$ cat config.mk
export PLATFORM = sky130hd
export DESIGN_NAME = core_ctrl_fsm
export DESIGN_NICKNAME = d
export VERILOG_FILES = /design/src/rtl/core_ctrl_fsm.sv
export SDC_FILE = /design/constraint.sdc
export NUM_CORES = 1
export LEC_CHECK = 0
export BUFFER_PORTS_ARGS = -buffer_cell sky130_fd_sc_hd__buf_2
export CORE_UTILIZATION = 54
export CTS_CLUSTER_SIZE = 10
export DETAILED_ROUTE_END_ITERATION = 6
export GPL_TIMING_DRIVEN = 0
export PLACE_DENSITY = 0.82
export SLEW_MARGIN = 20
export SYNTH_ARGS = -nofsm -noshare
export SYNTH_HDL_FRONTEND = slang
export SYNTH_SLANG_ARGS = --single-unit
$ cat constraint.sdc
create_clock -name clock -period 2.5 [get_ports clock]
set_input_delay 0.125 -clock clock [delete_from_list [all_inputs] [get_ports clock]]
set_output_delay 0.125 -clock clock [all_outputs]
set_load 0.01 [all_outputs]
$ cat src/rtl/core_ctrl_fsm.sv
// core_ctrl_fsm: multi-cycle fetch/decode/execute sequencer for the CID2
// accumulator core. Drives PC/IR/ALU/accumulator/zero-flag enables, owns the
// memory request handshake with a bus timeout, and resolves JMPZ from the
// registered zero flag.
//
// Build option: define CORE_CTRL_ILLEGAL_TRAP_EN to trap opcodes A-E into
// HALTED and expose the sticky illegal_op output. Without it those opcodes
// execute as NOP and illegal_op does not exist.
module core_ctrl_fsm #(
    parameter int unsigned OPCODE_W    = 4,
    parameter int unsigned ALU_OP_W    = 3,
    parameter int unsigned MEM_TIMEOUT = 16
) (
    input  logic                clock,
    input  logic                reset_n,
    input  logic                run,
    input  logic [OPCODE_W-1:0] opcode,
    input  logic                zero_flag,
    input  logic                mem_ready,
    output logic                mem_req,
    output logic                mem_we,
    output logic                addr_sel,
    output logic                ir_load,
    output logic                pc_inc,
    output logic                pc_load,
    output logic [ALU_OP_W-1:0] alu_op,
    output logic                acc_we,
    output logic                zflag_we,
    output logic                halted,
    output logic                bus_err
`ifdef CORE_CTRL_ILLEGAL_TRAP_EN
    ,
    output logic                illegal_op
`endif
);

    // Opcode map
    localparam logic [OPCODE_W-1:0] OP_NOP   = OPCODE_W'(0);
    localparam logic [OPCODE_W-1:0] OP_LOAD  = OPCODE_W'(1);
    localparam logic [OPCODE_W-1:0] OP_STORE = OPCODE_W'(2);
    localparam logic [OPCODE_W-1:0] OP_ADD   = OPCODE_W'(3);
    localparam logic [OPCODE_W-1:0] OP_SUB   = OPCODE_W'(4);
    localparam logic [OPCODE_W-1:0] OP_AND   = OPCODE_W'(5);
    localparam logic [OPCODE_W-1:0] OP_OR    = OPCODE_W'(6);
    localparam logic [OPCODE_W-1:0] OP_XOR   = OPCODE_W'(7);
    localparam logic [OPCODE_W-1:0] OP_JMP   = OPCODE_W'(8);
    localparam logic [OPCODE_W-1:0] OP_JMPZ  = OPCODE_W'(9);
    localparam logic [OPCODE_W-1:0] OP_HALT  = OPCODE_W'(15);

    // ALU opcodes ADD..XOR map onto alu_op 1..5 by subtracting this base
    localparam logic [OPCODE_W-1:0] ALU_BASE = OPCODE_W'(2);
    localparam logic [ALU_OP_W-1:0] ALU_PASS = '0;

    // Timeout counter holds 0 .. MEM_TIMEOUT-1 waiting cycles
    localparam int unsigned CNT_W = (MEM_TIMEOUT > 1) ? $clog2(MEM_TIMEOUT) : 1;
    localparam logic [CNT_W-1:0] TMO_LAST =
        CNT_W'((MEM_TIMEOUT > 0) ? (MEM_TIMEOUT - 1) : 0);

    typedef enum logic [2:0] {
        S_IDLE,
        S_FETCH,
        S_DECODE,
        S_EXEC,
        S_MEM,
        S_HALTED
    } state_t;

    state_t           state;
    state_t           state_next;
    logic [CNT_W-1:0] tmo_cnt;
    logic             tmo_hit;
    logic             tmo_expire;
    logic             is_mem_op;
    state_t           done_next;
`ifdef CORE_CTRL_ILLEGAL_TRAP_EN
    logic             illegal_hit;
`endif

    // Timeout fires on the last permitted waiting cycle; disabled when 0
    assign tmo_hit   = (MEM_TIMEOUT != 0) && (tmo_cnt == TMO_LAST);
    assign is_mem_op = (opcode == OP_LOAD) || (opcode == OP_STORE);
    assign done_next = run ? S_FETCH : S_IDLE;

    // State, timeout counter and sticky error registers
    always_ff @(posedge clock) begin
        if (!reset_n) begin
            state   <= S_IDLE;
            tmo_cnt <= '0;
            bus_err <= 1'b0;
        end else begin
            state <= state_next;
            // Any state change clears the counter, so it is zero on entry
            // to FETCH or MEM, including the direct MEM -> FETCH path.
            if (state_next != state) begin
                tmo_cnt <= '0;
            end else if (mem_req && !mem_ready) begin
                tmo_cnt <= tmo_cnt + CNT_W'(1);
            end
            if (tmo_expire) begin
                bus_err <= 1'b1;
            end
        end
    end

`ifdef CORE_CTRL_ILLEGAL_TRAP_EN
    // Sticky record of an illegal opcode reaching EXEC
    always_ff @(posedge clock) begin
        if (!reset_n) begin
            illegal_op <= 1'b0;
        end else if (illegal_hit) begin
            illegal_op <= 1'b1;
        end
    end
`endif

    // Next-state and output decode from state, opcode, flag and handshake
    always_comb begin
        state_next = state;
        tmo_expire = 1'b0;
        mem_req    = 1'b0;
        mem_we     = 1'b0;
        addr_sel   = 1'b0;
        ir_load    = 1'b0;
        pc_inc     = 1'b0;
        pc_load    = 1'b0;
        alu_op     = ALU_PASS;
        acc_we     = 1'b0;
        zflag_we   = 1'b0;
        halted     = 1'b0;
`ifdef CORE_CTRL_ILLEGAL_TRAP_EN
        illegal_hit = 1'b0;
`endif

        case (state)
            S_IDLE: begin
                if (run) begin
                    state_next = S_FETCH;
                end
            end

            S_FETCH: begin
                mem_req = 1'b1;
                // A ready on the expiry cycle still completes the fetch
                if (mem_ready) begin
                    ir_load    = 1'b1;
                    pc_inc     = 1'b1;
                    state_next = S_DECODE;
                end else if (tmo_hit) begin
                    tmo_expire = 1'b1;
                    state_next = S_HALTED;
                end
            end

            S_DECODE: begin
                state_next = is_mem_op ? S_MEM : S_EXEC;
            end

            S_EXEC: begin
                state_next = done_next;
                case (opcode)
                    OP_NOP: begin
                    end
                    OP_ADD, OP_SUB, OP_AND, OP_OR, OP_XOR: begin
                        alu_op   = ALU_OP_W'(opcode - ALU_BASE);
                        acc_we   = 1'b1;
                        zflag_we = 1'b1;
                    end
                    OP_JMP: begin
                        pc_load = 1'b1;
                    end
                    OP_JMPZ: begin
                        pc_load = zero_flag;
                    end
                    OP_HALT: begin
                        state_next = S_HALTED;
                    end
                    default: begin
`ifdef CORE_CTRL_ILLEGAL_TRAP_EN
                        illegal_hit = 1'b1;
                        state_next  = S_HALTED;
`endif
                    end
                endcase
            end

            S_MEM: begin
                mem_req  = 1'b1;
                addr_sel = 1'b1;
                mem_we   = (opcode == OP_STORE);
                if (mem_ready) begin
                    if (opcode == OP_LOAD) begin
                        alu_op   = ALU_PASS;
                        acc_we   = 1'b1;
                        zflag_we = 1'b1;
                    end
                    state_next = done_next;
                end else if (tmo_hit) begin
                    tmo_expire = 1'b1;
                    state_next = S_HALTED;
                end
            end

            S_HALTED: begin
                halted = 1'b1;
            end

            default: begin
                state_next = S_IDLE;
            end
        endcase
    end

endmodule

==> results of run 1 <==
==> power breakdown <==
part	switching [W]	internal (W)	total, W	leakage [nW]
clock network	0.0000504	0.0000553	0.000106	0.0138
logic	0.0000617	0.0000427	0.000104	0.305
registers	0.00000422	0.000132	0.000136	0.0649
==> layout make-up <==
type | count | area [um^2] | area share (%)
plain buffers | 8 | 61.3 | 6.68
well taps | 15 | 18.8 | 2.05
inverters | 6 | 22.5 | 2.46
repair buffers | 20 | 100 | 10.9
flip-flops and latches | 8 | 160 | 17.5
multi-input cells | 77 | 532 | 58.0
clock buffers | 3 | 22.5 | 2.46
==> registers in the layout (all words and copies together) (netlist names) <==
signal   flops
bus_err      1
state        3
tmo_cnt      4
==> cell usage in the layout (no fill, tap or decap), drive strengths merged, types with 4 or more instances in the layout <==
| cell | instances |
|---|---|
| buf | 26 |
| nor2 | 14 |
| nand2 | 9 |
| dfxtp | 8 |
| nand3 | 7 |
| inv | 6 |
| a21oi | 5 |
| clkbuf | 5 |
| o21ai | 4 |
| xnor2 | 4 |
==> path summary, 6_finish.rpt <==
kind	from	slack, ns	endpoint	cells after the start
worst max-delay path	state[1]	0.39	zflag_we	8
worst min-delay path	reset_n	0.17	bus_err	3
worst min register to register	bus_err	0.47	bus_err	2
worst max register to register	tmo_cnt[0]	0.83	tmo_cnt[1]	6
==> critical path, cell delays in order (launching register included) <==
cell and delay (ns):
dfxtp_1 0.36, buf_2 0.20, nor3b_1 0.25, nand2_1 0.10, nor3b_1 0.26, a21oi_1 0.06, o21ai_0 0.21, buf_4 0.14
buf_2 0.12
==> kinds of logic after synthesis <==
group,count (synthesis),share of synthesized area [%]
AND/OR/NAND/NOR,48,34.8
buffers and inverters,14,10.8
XOR/XNOR,5,5.64
AO/OA/AOI/OAI,22,25.2
adder cells (fa/ha/maj),1,1.61
multiplexers,1,1.29
flip-flops,8,20.6
==> per-stage QoR <==
stage | std cells | area, um^2 | util (%)
after floorplan | 99 | 776 | -
after global placement | 134 | 895 | 67.9
after CTS | 137 | 917 | 69.6
after global routing | 137 | 917 | 69.6
final | 137 | 917 | 69.6
after detailed placement | 134 | 895 | 67.9
==> per-layer routing <==
layer / global-route usage (%) / routed length, um
met5: 0 / 0
met4: 12.1 / 29
met3: 8.52 / 138
met2: 39.9 / 813
met1: 32.2 / 770
==> results by group, run 1 <==
Status
  – Outcome: complete, no violations

Cells and area
  – Proportion of layout cells with a drive suffix above 1: 31.1%
  – Total of fill cells in the finished design: 128
  – Syn-to-layout area delta: 18.2%
  – Nets@finish: 134
  – N_diodes: 0

Synth
  – Post-synthesis sequential area ratio: approximately 21%
  – Distinct cells, synth: 40
  – Synth top area cells: dfxtp_1 (21%), nor2_1 (6.8%), nand3_1 (4.5%), xnor2_1 (4.5%), nand2_1 (4.4%)
  – Syn Nets: 109
  – Most frequent cell after synthesis: nor2_1
  – Top cell type's share of synthesized area: 20.6%
  – Area leader, netlist: dfxtp_1
  – Post-Synthesis Cells: between 90 and 100
  – Post-synthesis cell area: 776 um^2
  – Commonest cells in the netlist: nor2_1 (14), nand2_1 (9), dfxtp_1 (8)
  – Asr flop ratio synth: 0%
  – EDFF count, synth: 0
  – Mapped Avg Cell Area: 7.84 um^2
  – Top FF cell, synth: dfxtp_1
  – Synth Warn #: 0
  – Register bit count reported by yosys: 8

Placed design
  – RD Place Congestion: 0.751
  – Port Buf Inserts: 20
  – Place WS: ~0.7 ns
  – Post-DP HPWL: 1.37 mm

Global route
  – Antenna violations before repair: 0
  – Largest net degree at the start of global routing: 11
  – Grt total ovfl: 0
  – First-pass GRT wire length: 2.66 mm
  – Number of global-route vias before repair: 634
  – All-Layer GR Usage: 26.0%

Worst setup path
  – CP Launch Type: flip-flop
  – Worst EP required: 2.38 ns
  – Arrival time of the worst setup path: 1.98 ns
  – CP Capture Type: output port
  – Crit Path Max Fanout: 10
  – WS Path Type: flip-flop to output port

Timing
  – Total negative slack: 0 ns
  – Period utilization: 84.2%
  – Max-slew violation count: 0
  – Setup ws final: 0.394 ns
  – Worst Max-Slew Pin Slew: 0.535 ns
  – RSZ-0062 raised after global routing: no
  – Hold Violations, Final: 0
  – FMAX: 475 MHz
  – Clk_skew: 0.0132 ns
  – # setup viols final: 0
  – Minimum clock period: 2.11 ns
  – Slew HR: 64.3%
  – Hold slack: 0.170 ns

Floorplanning
  – Io pins: 22
  – Die span in y: 39.9 um
  – Core Area: 1320 um^2
  – Die width: 39.9 um
  – Row count: 13
  – Die area: 1590 um^2
  – Starting density of the core: 58.9%

Power
  – Leak pwr: between 0.3 and 0.4 nW
  – Max VDD drop: 229 uV
  – Overall Power: 0.000346 W
  – Pwr dens: 378 nW/um^2

Routing
  – Remaining antenna violation count: 0
  – Routed Wire Length: 1.75 mm
  – First-pass iteration count of the detailed router: 4
  – Via count: 810
  – Drt drc: 0
  – Initial DRC Count: 17
  – Vias/cell: roughly 5.9
  – Wire length per cell: 12.8 um

Clocking
  – Post-CTS Setup Bufs: 0
  – H-tree Lvls: 1
  – Clock Path Buffers: 2
  – Clock slew seen by the registers of the worst setup and hold paths: roughly 0.060 ns
  – CTS sink count: 8
  – TritonCTS clock tree: done
  – Worst skew pair latency: 0.27 ns
  – Hold-fix buffer count after cts: 0
  – PostCTS Resize Cnt: 0
  – Total CTS buffers: 3
  – Root Buffer: clkbuf_4

Flow run
  – Max-Cap Viols: 0

Min path
  – Hold Crit Class: input port to flip-flop
No activity file was read; power rests on OpenSTA's default activity.
==> run 2, diff against run 1 <==
--- a/config.mk
+++ b/config.mk
@@ -6,11 +6,11 @@
 export NUM_CORES = 1
 export LEC_CHECK = 0
 export BUFFER_PORTS_ARGS = -buffer_cell sky130_fd_sc_hd__buf_2
-export CORE_UTILIZATION = 54
+export CORE_UTILIZATION = 50
 export CTS_CLUSTER_SIZE = 10
 export DETAILED_ROUTE_END_ITERATION = 6
 export GPL_TIMING_DRIVEN = 0
-export PLACE_DENSITY = 0.82
+export PLACE_DENSITY = 0.77
 export SLEW_MARGIN = 20
 export SYNTH_ARGS = -nofsm -noshare
 export SYNTH_HDL_FRONTEND = slang
==> constraint.sdc (replaced) <==
create_clock -name clock -period 2 [get_ports clock]
set_input_delay 0.1 -clock clock [delete_from_list [all_inputs] [get_ports clock]]
set_output_delay 0.1 -clock clock [all_outputs]
set_load 0.01 [all_outputs]
==> run 2 against run 1 <==
- global-route usage shrank 1.6 points
- first-iteration DRC count grew 88%
- sequential power grew 26%
- wire length grew 4.6%
==> results by group, run 2 (synthesis results as in run 1) <==
Status
  – Outcome: complete, no violations

Power
  – Combinational group share of total power: 30.6%
  – Internal power: 0.000289 W
  – Flop pwr share: between 30 and 40%
  – Switching Power: 0.000144 W
  – Leak pwr: between 0.3 and 0.4 nW
  – Max VDD drop: 432 uV
  – Overall Power: 0.000433 W
  – Switching portion of total power: 33.3%
  – Clock power share: around 30%
  – Pwr dens: 461 nW/um^2

Worst setup path
  – WS Path Type: flip-flop to output port
  – Reg2reg start: tmo_cnt[0]
  – CP Capture Type: output port
  – Arrival time of the worst setup path: 1.76 ns
  – Max stage delay on crit path: 0.35 ns
  – Reg2Reg Setup Slack: 0.32 ns
  – CP Launch Type: flip-flop
  – Critical-path cell list: buf_4 -> nor3b_2 -> nand2_1 -> nor3b_2 -> a21oi_1 -> o21ai_1 -> buf_4 -> buf_2
  – Slowest cell on crit path: dfxtp_2
  – CP Buf/Inv Count: 3
  – Crit Path Max Fanout: 10
  – Cells on worst reg2reg path: 6
  – Crit path max-delay family: simple AND/OR/NAND/NOR gates
  – Worst EP required: 1.90 ns
  – R2r endpoint: tmo_cnt[1]

Cells and area
  – Nets@finish: 135
  – Syn-to-layout area delta: 21.0%
  – Footprint of the multi-input gates: 542 um^2
  – Flip-flop and latch area: 161 um^2
  – Proportion of layout cells with a drive suffix above 1: between 30% and 40%
  – Regs by FF count: tmo_cnt: 4 flops, state: 3 flops, bus_err: 1 flops
  – Max reg flops: 4
  – Total of fill cells in the finished design: 119
  – Final Instance Area: 938 um^2
  – Biggest register: tmo_cnt
  – N_diodes: 0
  – Commonest non-fill, non-tap cell in the layout: buf_2
  – Cell Count, Final, Fillers Out: 138
  – Most frequent cells in the layout: buf_2 (20), nor2_1 (14), nand2_1 (9)

Routing
  – Routed Wire Length: 1.83 mm
  – Drt drc: 0
  – Wire length per cell: 13.3 um
  – Initial DRC Count: 32
  – First-pass iteration count of the detailed router: 4
  – Remaining antenna violation count: 0
  – Via count: 819
  – Vias/cell: about 6

Clocking
  – CTS sink count: 8
  – Root Buffer: clkbuf_4
  – TritonCTS clock tree: done
  – H-tree Lvls: 1
  – Clock slew seen by the registers of the worst setup and hold paths: 0.06 ns
  – Total CTS buffers: 3
  – Hold-fix buffer count after cts: 0
  – Worst skew pair latency: 0.26 ns
  – Clock Path Buffers: 2

Floorplanning
  – Die span in y: 41.4 um
  – Io pins: 22
  – Core Area: 1370 um^2
  – Starting density of the core: between 50% and 60%
  – Die area: between 1500 and 2000 um^2
  – Row count: 13
  – Die width: 41.4 um

Placed design
  – Post-DP HPWL: 1.36 mm
  – Place WS: 0.248 ns
  – DP Area: 895 um^2
  – Port Buf Inserts: 20
  – Cells after DPL: 134
  – RD Place Congestion: 0.741

Timing
  – Period utilization: approximately 93%
  – Total negative slack: 0 ns
  – RSZ-0062 raised after global routing: no
  – Hold Violations, Final: 0
  – Worst Max-Slew Pin Slew: about 0.52 ns
  – Setup ws final: 0.143 ns
  – Max-slew violation count: 0
  – Slew HR: 65.1%
  – # setup viols final: 0
  – Minimum clock period: 1.86 ns
  – FMAX: between 500 and 600 MHz
  – Clk_skew: roughly 0.0021 ns

Global route
  – Number of global-route vias before repair: around 580
  – Antenna violations before repair: 0
  – First-pass GRT wire length: 2.66 mm
  – Largest net degree at the start of global routing: 11
  – Grt total ovfl: 0
  – All-Layer GR Usage: approximately 24%

Min path
  – Hold path start: reset_n
  – Endpoint, Worst Hold: bus_err
  – Hold Crit Class: input port to flip-flop
  – WHS Path Cells: 3

Flow run
  – Max-Cap Viols: 0
run 2: changes by cell type in the layout (fill, tap and decap cells not counted), sizes merged:
cell / before / now
buf: 26 / 27
run 2: how the worst max path moves through the flow:
stage	endpoint	slack, ns	depth (start not counted)	startpoint
6_report	zflag_we	0.14	8	state[1]
3_3_place_gp	zflag_we	0.25	8	state[1]
4_1_cts	zflag_we	0.003	8	state[1]
5_1_grt	zflag_we	0.02	8	state[1]
2_1_floorplan	zflag_we	0.12	7	state[1]
3_5_place_dp	zflag_we	0.25	8	state[1]
run 2: through the flow:
stage | utilization (%) | hold slack, ns
CTS | 67.1 | 0.157
global route | 68.7 | 0.180
global placement | 65.5 | 0.401
detailed placement | 65.5 | 0.429
finish | 68.7 | 0.155
floorplan | - | 0.250
run 2: final cells by class:
cell class,instances,share of cell area (%)
Buffer,8,6.80
Clock buffer,3,2.40
Sequential cell,8,17.2
Timing Repair Buffer,21,11.5
Multi-Input combinational cell,77,57.7
Tap cell,15,2.00
Inverter,6,2.40
run 2: per-layer routing:
metal / global-route usage, % / vias to the layer above / routed length, um
met5: 0 / - / 0
met4: 9.68 / 0 / 21
met3: 6.38 / 5 / 123
met2: 36.7 / 43 / 855
met1: 32.8 / 366 / 830
li1: - / 405 / -
run 2: what timing repair did:
action	CTS	global route
pin swaps	0	1
resized for setup	1	5
endpoints found under the setup margin	1	2
buffers inserted	0	1
run 2: power groups by stage:
| stage | Combinational (W) | Sequential [W] | Clock, W |
|---|---|---|---|
| floorplan | 0.0000958 | 0.000173 | 0 |
| global placement | 0.000127 | 0.000174 | 0 |
| detailed placement | 0.000129 | 0.000174 | 0 |
| CTS | 0.000129 | 0.000170 | 0.000134 |
| global route | 0.000143 | 0.000171 | 0.000142 |
| finish | 0.000132 | 0.000171 | 0.000130 |
run 2: worst register-to-register path, stage by stage (launching register included):
cell and delay [ns]:
dfxtp_1 0.35, ha_1 0.22, and3_1 0.17, clkbuf_1 0.15, a41oi_1 0.24, o221a_2 0.27, nor4b_4 0.19
